===== config.mk =====
export PLATFORM = sky130hd
export DESIGN_NAME = uart_rx_os
export DESIGN_NICKNAME = d
export VERILOG_FILES = /design/src/rtl/uart_rx_os.sv
export SDC_FILE = /design/constraint.sdc
export NUM_CORES = 1
export LEC_CHECK = 0
export ABC_AREA = 1
export CORE_MARGIN = 4
export CORE_UTILIZATION = 51
export CTS_CLUSTER_DIAMETER = 200
export DETAILED_ROUTE_END_ITERATION = 8
export PLACE_DENSITY = 0.79
export SYNTH_ARGS = -nofsm -noshare
export SYNTH_HDL_FRONTEND = slang
export SYNTH_SLANG_ARGS = --single-unit

===== constraint.sdc =====
create_clock -name clk_i -period 1.4 [get_ports clk_i]
set_input_delay 0.28 -clock clk_i [delete_from_list [all_inputs] [get_ports clk_i]]
set_output_delay 0.28 -clock clk_i [all_outputs]
set_load 0.02 [all_outputs]

===== src/rtl/uart_rx_os.sv =====
// Oversampling UART receiver: finds the start bit, samples each bit at mid-bit
// using an Oversample-times baud tick, and reports parity/framing/break flags per word.
module uart_rx_os #(
  parameter int DataWidth  = 8,
  parameter int Oversample = 16
) (
  input  logic                 clk_i,
  input  logic                 rst_i,
  input  logic                 tick_i,
  input  logic                 rxd_i,
  input  logic [1:0]           parity_mode_i,
  input  logic                 two_stop_i,
  output logic                 dv_o,
  output logic [DataWidth-1:0] data_o,
  output logic                 parity_err_o,
  output logic                 frame_err_o,
  output logic                 break_o,
  output logic                 busy_o
);

  localparam int TickW = $clog2(Oversample);
  localparam int BitW  = $clog2(DataWidth + 1);

  localparam logic [TickW-1:0] TickMid  = TickW'(Oversample / 2 - 1);
  localparam logic [TickW-1:0] TickLast = TickW'(Oversample - 1);
  localparam logic [BitW-1:0]  BitLast  = BitW'(DataWidth - 1);

  typedef enum logic [2:0] {
    IDLE,
    START,
    DATA,
    PARITY,
    STOP,
    BREAK_WAIT
  } state_t;

  state_t               state;
  logic                 rxd_meta;
  logic                 rxd;
  logic [TickW-1:0]     tick_cnt;
  logic [BitW-1:0]      bit_cnt;
  logic [DataWidth-1:0] shift_reg;
  logic                 par_en;
  logic                 par_odd;
  logic                 two_stop;
  logic                 second_stop;
  logic                 perr_pend;
  logic                 ferr_pend;
  logic                 zero_pend;
  logic                 stop_final;
  logic                 brk_now;

  always_ff @(posedge clk_i) begin
    if (rst_i) begin
      rxd_meta <= 1'b1;
      rxd      <= 1'b1;
    end else begin
      rxd_meta <= rxd_i;
      rxd      <= rxd_meta;
    end
  end

  // zero_pend tracks "every bit so far was 0" up to and including the first stop bit.
  assign stop_final = !two_stop || second_stop;
  assign brk_now    = zero_pend && (second_stop || !rxd);
  assign busy_o     = (state != IDLE);

  always_ff @(posedge clk_i) begin
    if (rst_i) begin
      state        <= IDLE;
      tick_cnt     <= '0;
      bit_cnt      <= '0;
      shift_reg    <= '0;
      par_en       <= 1'b0;
      par_odd      <= 1'b0;
      two_stop     <= 1'b0;
      second_stop  <= 1'b0;
      perr_pend    <= 1'b0;
      ferr_pend    <= 1'b0;
      zero_pend    <= 1'b0;
      dv_o         <= 1'b0;
      data_o       <= '0;
      parity_err_o <= 1'b0;
      frame_err_o  <= 1'b0;
      break_o      <= 1'b0;
    end else begin
      dv_o <= 1'b0;
      if (tick_i) begin
        case (state)
          IDLE: begin
            if (!rxd) begin
              state    <= START;
              tick_cnt <= '0;
            end
          end
          START: begin
            if (tick_cnt == TickMid) begin
              tick_cnt <= '0;
              if (!rxd) begin
                state       <= DATA;
                bit_cnt     <= '0;
                par_en      <= (parity_mode_i == 2'b01) || (parity_mode_i == 2'b10);
                par_odd     <= (parity_mode_i == 2'b10);
                two_stop    <= two_stop_i;
                second_stop <= 1'b0;
                perr_pend   <= 1'b0;
                ferr_pend   <= 1'b0;
                zero_pend   <= 1'b1;
              end else begin
                state <= IDLE;
              end
            end else begin
              tick_cnt <= tick_cnt + TickW'(1);
            end
          end
          DATA: begin
            if (tick_cnt == TickLast) begin
              tick_cnt  <= '0;
              shift_reg <= {rxd, shift_reg[DataWidth-1:1]};
              if (rxd) zero_pend <= 1'b0;
              if (bit_cnt == BitLast) begin
                bit_cnt <= '0;
                state   <= par_en ? PARITY : STOP;
              end else begin
                bit_cnt <= bit_cnt + BitW'(1);
              end
            end else begin
              tick_cnt <= tick_cnt + TickW'(1);
            end
          end
          PARITY: begin
            if (tick_cnt == TickLast) begin
              tick_cnt  <= '0;
              perr_pend <= (^shift_reg) ^ rxd ^ par_odd;
              if (rxd) zero_pend <= 1'b0;
              state <= STOP;
            end else begin
              tick_cnt <= tick_cnt + TickW'(1);
            end
          end
          STOP: begin
            if (tick_cnt == TickLast) begin
              tick_cnt <= '0;
              if (!stop_final) begin
                second_stop <= 1'b1;
                if (!rxd) ferr_pend <= 1'b1;
                if (rxd) zero_pend <= 1'b0;
              end else begin
                data_o       <= shift_reg;
                parity_err_o <= perr_pend;
                frame_err_o  <= ferr_pend || !rxd;
                break_o      <= brk_now;
                dv_o         <= 1'b1;
                state        <= brk_now ? BREAK_WAIT : IDLE;
              end
            end else begin
              tick_cnt <= tick_cnt + TickW'(1);
            end
          end
          BREAK_WAIT: begin
            if (rxd) state <= IDLE;
          end
          default: state <= IDLE;
        endcase
      end
    end
  end

endmodule


==> Yosys cells after proc, flatten, opt, wreduce, memory -nomap -nowiden <==
Index checks and enable logic that the tools add are counted.
{ "totals": {"regBits": 40} }
{ "classes": {"n_reduce_logical": 28, "add_sub_neg": 2, "muxes": 38, "n_bitwise": 6, "n_eq_ne": 22} }
{ "op_table": {"columns": ["operator", "count"], "rows": [
  ["$mux W3", 10],
  ["$mux W4", 6],
  ["$ne A2 B2 Y1 const B", 11],
  ["$pmux W3 S6", 1],
  ["$mux W1", 14],
  ["$reduce_and A7 Y1", 2],
  ["$pmux W4 S3", 1],
  ["$reduce_and A5 Y1", 2],
  ["$reduce_and A9 Y1", 1],
  ["$reduce_bool A3 Y1", 3],
  ["$add A4 B1 Y4 const B", 2],
  ["$eq A4 B3 Y1 const B", 2],
  ["$pmux W4 S2", 1],
  ["$reduce_and A4 Y1", 2],
  ["$reduce_xor A8 Y1", 1],
  ["$eq A3 B2 Y1 const B", 2],
  ["$eq A3 B3 Y1 const B", 2],
  ["$pmux W1 S2", 3],
  ["$reduce_and A3 Y1", 2],
  ["$reduce_and A6 Y1", 1],
  ["$reduce_bool A2 Y1", 3],
  ["$eq A4 B4 Y1 const B", 1],
  ["$logic_or A1 B1 Y1", 4],
  ["$not A1 Y1", 4],
  ["13 further kinds", 15]
]} }

==> Depth between registers and ports, before layout <==
Gate-level depths: netlist of run 1.
{ "depth": {"depth_word": 7, "mapped_depth": 11} }

==> Worst setup path after synthesis of run 1 <==
No wires, ideal clock.
{ "synth_timing": {"kind": "reg-to-reg", "from": "register tick_cnt[0]", "to": "register shift_reg[2]", "slack_ns": -0.054, "stages_incl_launch_ff": 8, "synth_period_minus_slack_ns": 1.454, "required_time_ns": 1.281, "arrival_time_ns": 1.334, "cell_sequence": "dfxtp_1 > ha_1 > nand3_1 > nor2_1 > nand2_1 > buf_2 > o21ai_0 > a21oi_1"} }
{ "synth_between": {"elab_chain_len": 2} }
{ "synth_lines": {"columns": ["item", "line_no", "text"], "rows": [
  ["from (decl)", "40", "logic [TickW-1:0] tick_cnt;"],
  ["from (signal assigned)", "113", "tick_cnt <= tick_cnt + TickW'(1);"],
  ["from (signal assigned)", "128", "tick_cnt <= tick_cnt + TickW'(1);"],
  ["from (signal assigned)", "138", "tick_cnt <= tick_cnt + TickW'(1);"],
  ["$eq A4 B4 Y1", "117", "if (tick_cnt == TickLast) begin"],
  ["$reduce_and A3 Y1 (no source line)", null, null],
  ["to (signal assigned)", "119", "shift_reg <= {rxd, shift_reg[DataWidth-1:1]};"],
  ["to (decl)", "42", "logic [DataWidth-1:0] shift_reg;"]
]} }
No other way between the ends.
A chain may end at the register's enable or synchronous reset.

==> Worst setup path in the final report of run 1 <==
{ "layout_timing": {"from": "register tick_cnt[0]", "to": "register zero_pend"} }
{ "layout_between": {"elab_chain_len": 3} }
{ "layout_lines": {"columns": ["item", "line_no", "text"], "rows": [
  ["$eq A4 B4 Y1 or $eq A4 B3 Y1 (tied branches)", null, null],
  ["$ne A2 B1 Y1 (no source line) or $ne A2 B2 Y1 (tied branches)", null, null],
  ["$reduce_and A7 Y1 (no source line) *", null, null],
  ["to (signal assigned)", "120", "if (rxd) zero_pend <= 1'b0;"],
  ["to (signal assigned)", "135", "if (rxd) zero_pend <= 1'b0;"],
  ["to (signal assigned)", "147", "if (rxd) zero_pend <= 1'b0;"],
  ["to (decl)", "49", "logic zero_pend;"]
]} }
Mark *: on every way between the ends. The rest lies on a longest branch, timed or not.

==> results of run 1 <==
[worst min-delay path by stage]
stage / start / endpoint / cells after the start
after global routing: rxd_meta$_SDFF_PP1_ / rxd$_SDFF_PP1_ / 1
after floorplan: rxd_i / rxd_meta$_SDFF_PP1_ / 1
after detailed placement: rxd_meta$_SDFF_PP1_ / rxd$_SDFF_PP1_ / 1
after CTS: rxd_meta$_SDFF_PP1_ / rxd$_SDFF_PP1_ / 1
after global placement: rxd_meta$_SDFF_PP1_ / rxd$_SDFF_PP1_ / 1
final: rxd_meta$_SDFF_PP1_ / rxd$_SDFF_PP1_ / 1
[layout make-up]
| cell class | instances | share of cell area [%] |
|---|---|---|
| multi-input cells | 207 | 42.6 |
| flip-flops and latches | 40 | 28.2 |
| repair buffers | 60 | 18.5 |
| inverters | 37 | 5.36 |
| clock buffers | 7 | 3.01 |
| well taps | 48 | 2.09 |
| clock inverters | 1 | 0.261 |
[metrics by stage]
step | worst slack (ps) | area, um2 | total power, uW
after global placement | -224 | 2560 | 2510
after floorplan | 5.29 | 2050 | 2050
final | -129 | 2870 | 3630
after global routing | -245 | 2870 | 3810
after CTS | -54.6 | 2710 | 3390
after detailed placement | -279 | 2560 | 2530
[cells in the final DEF, fill, tap and decap left out, types with 5 or more instances in the layout]
cell	n
clkbuf_8	6
o21ai_1	7
nand4_1	5
nand2_2	11
o21ai_0	13
nor2_1	33
nand2_1	54
nand3_1	7
clkdlybuf4s50_1	6
inv_1	24
nor2_4	8
dfxtp_1	35
buf_4	34
dlygate4sd2_1	12
o21ai_2	8
a21oi_2	5
inv_2	11
a21oi_1	16
nor2_2	11
[layer usage]
metal	routed length, um	global-route usage, %	vias to the layer above
li1	-	-	1049
met1	2280	24.4	934
met2	2640	33.1	43
met3	172	3.27	7
met4	70	7.93	0
met5	0	0	-
[worst max-delay path: stages, from the launching register on]
cell and delay (ps):
dfxtp_2 360, ha_4 180, nand2_4 70, nor2_4 110
nor2_2 50, nor2_2 120, nand2_2 100, buf_4 150
nor2_4 90, nand4_1 80, nand2_1 70, nor2_1 40
[cell families after synthesis]
| logic type | count (synthesis) | synth area share [%] |
|---|---|---|
| compound gates | 55 | 14.4 |
| xor+xnor | 6 | 2.59 |
| fa+ha+maj | 3 | 1.85 |
| buf+inv | 43 | 8.58 |
| flops | 40 | 39.5 |
| simple gates | 143 | 33.1 |
[where the power goes]
group | internal, uW | total (uW) | switching, uW
registers | 1200 | 1260 | 59.8
clock network | 401 | 821 | 420
logic | 654 | 1550 | 897
total | 2250 | 3630 | 1380
[repair_timing]
action | in CTS | in global routing
pin swaps | 18 | 13
gates resized for setup | 27 | 59
endpoints found under the setup margin | 48 | 38
buffers inserted | 3 | 4
==> flow_summary.toml, run 1 <==
[critical_path]
reg2regPathDepth = 11
crit_start = "tick_cnt[0]$_SDFFE_PP0P_"
r2r_end = "zero_pend$_SDFFE_PP0P_"
cp.arrival_ps = 1720
path_class = "reg2reg"
crit_end = "zero_pend$_SDFFE_PP0P_"
reg2reg_setup_slack_ps = -130
r2r-start = "tick_cnt[0]$_SDFFE_PP0P_"
required_ps = 1590
cp-start-kind = "flop"
cp_max_fo = 3
worst_setup_path_end_kind = "flop"

[cells_and_area]
final_nets = 361
layout-drive-gt1-share_pct = 35.2
area_growth_pct = 41.6
multiInputGateArea_um2 = 1220
n_fill_cell = 265
seqCellArea_um2 = 810
postLayoutCoreUtil_pct = 76.7
diodes = 0
stdcell_count = 400

[floorplan]
die_h_um = 71.1
io-pin-count = 20
rows = 22
core_um2 = 3740
die_area_um2 = 5050
die_w_um = 71.1
start_util_pct = 54.2

[timing]
setup_viol = 17
grt_setup_unrepaired = "true"
slew_headroom_pct = 79.9
hold_viol = 0
finalCriticalPeriod_ps = 1530
tightest_slew_ps = 298
fin_tns_setup_ps = -1180
whs_ps = 413
setup_ws_ps = -129
fin_crit_sh_pct = 109
slew_violations = 0
skew_ps = 5.20
fmaxAchievable_mhz = 654

[route]
drcViolationCount = 0
antenna_left = 0
vias = 2033
vias_per_cell = 5.08
routedWlPerCell_um = 12.9
first_pass_iters = 5
drt_iter0_drc = 181
drt-total-wl_um = 5170

[clock_tree]
ctsLongestPathBuffers = 2
worstSkewPairLatency_ps = 300
cts-root-buf = "clkbuf_8"
h-tree-depth = 2
cts_hold_buf = 0
clk_pin_slew_worst_paths_ps = 80
numCtsBuffers = 5
cts.sinks = 40
cts_tree = "done"

[global_route]
grt_use_total_pct = 19.5
grt_pass1_vias = 1921
grt_overflow = 0
grt_antenna_before_repair = 0
grt_max_degree = 31
grt_pass1_wl_um = 8060

[yosys]
ys_async_sr_fraction_pct = 0
synth.most_common_cell = "nand2_1"
yosys_warnings = 0
yosysTopAreaCell = "dfxtp_1"
yosysTopAreaCellShare_pct = 39.5
synth_fp_nets = 300
ys.flop_type = "dfxtp_1"
syn_area_um2 = 2030
synthTopCellsByCount = "63 x nand2_1, 42 x nor2_1, 40 x dfxtp_1"
synth-seq-cells = 40
yosysUniqueCellTypes = 32
synthTopCellsByArea = "dfxtp_1 39%, nand2_1 12%, nor2_1 7.8%"
synth-edff-count = 0
syn_area_per_cell_um2 = 6.99
synthCells = 290
yosysSeqAreaShare_pct = 39.5

[power_and_ir_drop]
leakagePower_uw = 0.00135
p_per_area_nw_per_um2 = 1260
peakVddDrop_uv = 1370

[placed_design]
dp_hpwl_um = 3310
io_buffers = 19
place_inst = 385
gp_congestion = 0.904

[job]
max-cap-violations = 0

[hold_path]
hp-class = "reg2reg"

[status]
status = "finished, violations left"
violations = "negative setup slack"
No activity file was read; power rests on OpenSTA's default activity.
==> run 2: changes to the inputs <==
--- a/config.mk
+++ b/config.mk
@@ -11,6 +11,7 @@
 export CTS_CLUSTER_DIAMETER = 200
 export DETAILED_ROUTE_END_ITERATION = 8
 export PLACE_DENSITY = 0.79
+export SKIP_LAST_GASP = 1
 export SYNTH_ARGS = -nofsm -noshare
 export SYNTH_HDL_FRONTEND = slang
 export SYNTH_SLANG_ARGS = --single-unit
==> run 2 against run 1 <==
Against the previous run:
- fmax is 0.23% higher
- cell area is 0.83% lower
- critical endpoint unchanged
- sequential power hardly changed
- the run still ends with negative setup slack left
- setup slack better by 3.6 ps
- clock power is 2% lower
- clock skew is 0.56 ps lower
- global-route usage stayed put
- core utilization is 0.64 points lower
- sequential share of layout area is 0.24 points higher
- highest routed layer unchanged
==> flow_summary.toml, run 2 (synthesis gave the netlist of run 1 again) <==
[cells_and_area]
postLayoutCoreUtil_pct = 76.1
area_growth_pct = 40.5
diodes = 0
final_common_cell = "nand2_1"
final_nets = 361
seqCellArea_um2 = 810
mostFrequentLayoutCells = "54 x nand2_1, 35 x dfxtp_1, 35 x buf_4, 33 x nor2_1, 24 x inv_1"
multiInputGateArea_um2 = 1210
layout-drive-gt1-share_pct = 34.1
n_fill_cell = 271

[floorplan]
die_area_um2 = 5050
die_w_um = 71.1
io-pin-count = 20
start_util_pct = 54.2
core_um2 = 3740
die_h_um = 71.1
rows = 22

[timing]
grt_setup_unrepaired = "true"
whs_ps = 414
tightest_slew_ps = 297
finalCriticalPeriod_ps = 1530
setup_ws_ps = -125
hold_viol = 0
skew_ps = 4.64
fin_tns_setup_ps = -1120
slew_headroom_pct = 80.0
fin_crit_sh_pct = 109
fmaxAchievable_mhz = 656
setup_viol = 16
slew_violations = 0

[global_route]
grt_use_total_pct = 19.5
grt_antenna_before_repair = 0
grt_pass1_vias = 1921
grt_max_degree = 31
grt_pass1_wl_um = 8060
grt_overflow = 0

[clock_tree]
worstSkewPairLatency_ps = 290
ctsLongestPathBuffers = 2
cts_tree = "done"
cts-root-buf = "clkbuf_8"
clk_pin_slew_worst_paths_ps = 80
numCtsBuffers = 5
h-tree-depth = 2
cts.sinks = 40

[placed_design]
place_ws_ps = -279
io_buffers = 19
dp_hpwl_um = 3310
gp_congestion = 0.904

[status]
status = "finished, violations left"
violations = "negative setup slack"

[critical_path]
r2r_end = "zero_pend$_SDFFE_PP0P_"
cp.arrival_ps = 1710
crit_start = "tick_cnt[0]$_SDFFE_PP0P_"
cp-start-kind = "flop"
crit_end = "zero_pend$_SDFFE_PP0P_"
r2r-start = "tick_cnt[0]$_SDFFE_PP0P_"
cp_max_fo = 3
reg2regPathDepth = 11
worst_setup_path_end_kind = "flop"
reg2reg_setup_slack_ps = -130
path_class = "reg2reg"
required_ps = 1590

[hold_path]
hp-class = "reg2reg"
worstHoldStart = "rxd_meta$_SDFF_PP1_"

[power_and_ir_drop]
leakagePower_uw = 0.00135
p_per_area_nw_per_um2 = 1260
peakVddDrop_uv = 1380

[route]
drcViolationCount = 0
antenna_left = 0
vias_per_cell = 5.13
drt_iter0_drc = 128
routedWlPerCell_um = 12.7
vias = 2053
drt-total-wl_um = 5070
first_pass_iters = 4

[job]
max-cap-violations = 0
run 2: changes by cell type in the layout (fill, tap and decap cells not counted), sizes merged:
| cell | delta |
|---|---|
| inv | +1 |
| clkinv | -1 |
run 2: worst min-delay path by stage:
stage	end	cells after the start	slack [ps]
finish	rxd$_SDFF_PP1_	1	410
floorplan	rxd_meta$_SDFF_PP1_	1	380
detailed placement	rxd$_SDFF_PP1_	1	400
CTS	rxd$_SDFF_PP1_	1	420
global placement	rxd$_SDFF_PP1_	1	390
global route	rxd$_SDFF_PP1_	1	440
run 2: what timing repair did:
item                       CTS  global route
gates cloned                 0             0
gates resized for setup     26            54
pin swaps                   18            12
setup buffers                3             4
hold buffers                 0             0
setup endpoints to repair   48            38
run 2: cell type report:
| type | instances | share of cell area (%) |
|---|---|---|
| flip-flops and latches | 40 | 28.4 |
| inverters | 37 | 5.23 |
| repair buffers | 60 | 18.5 |
| multi-input cells | 207 | 42.5 |
| clock inverters | 1 | 0.264 |
| well taps | 48 | 2.11 |
| clock buffers | 7 | 3.03 |
run 2: metrics by stage:
stage | cell area, um2 | std cells | power [uW]
2_1_floorplan | 2050 | 290 | 2050
3_3_place_gp | 2560 | 385 | 2510
3_5_place_dp | 2560 | 385 | 2530
4_1_cts | 2700 | 396 | 3390
5_1_grt | 2850 | 400 | 3800
6_report | 2850 | 400 | 3590
run 2: critical path: stages (launching register included):
cell	delay (ps)
dfxtp_2	360
ha_4	180
nand2_4	70
nor2_4	120
nor2_2	50
nor2_2	120
nand2_2	100
buf_4	150
nor2_4	90
nand4_1	80
nand2_1	70
nor2_1	40
run 2: routing by layer:
| metal | track usage (%) | share of wire [%] | vias to the layer above |
|---|---|---|---|
| met5 | 0 | 0 | - |
| met4 | 7.93 | 2.0 | 0 |
| met3 | 3.27 | 4.1 | 9 |
| met2 | 33.1 | 51 | 45 |
| met1 | 24.4 | 43 | 948 |
| li1 | - | - | 1051 |
run 2: power breakdown:
| group | internal (uW) | total (uW) | switching [uW] |
|---|---|---|---|
| Sequential | 1200 | 1260 | 60.1 |
| Combinational | 645 | 1530 | 883 |
| Clock | 401 | 808 | 408 |
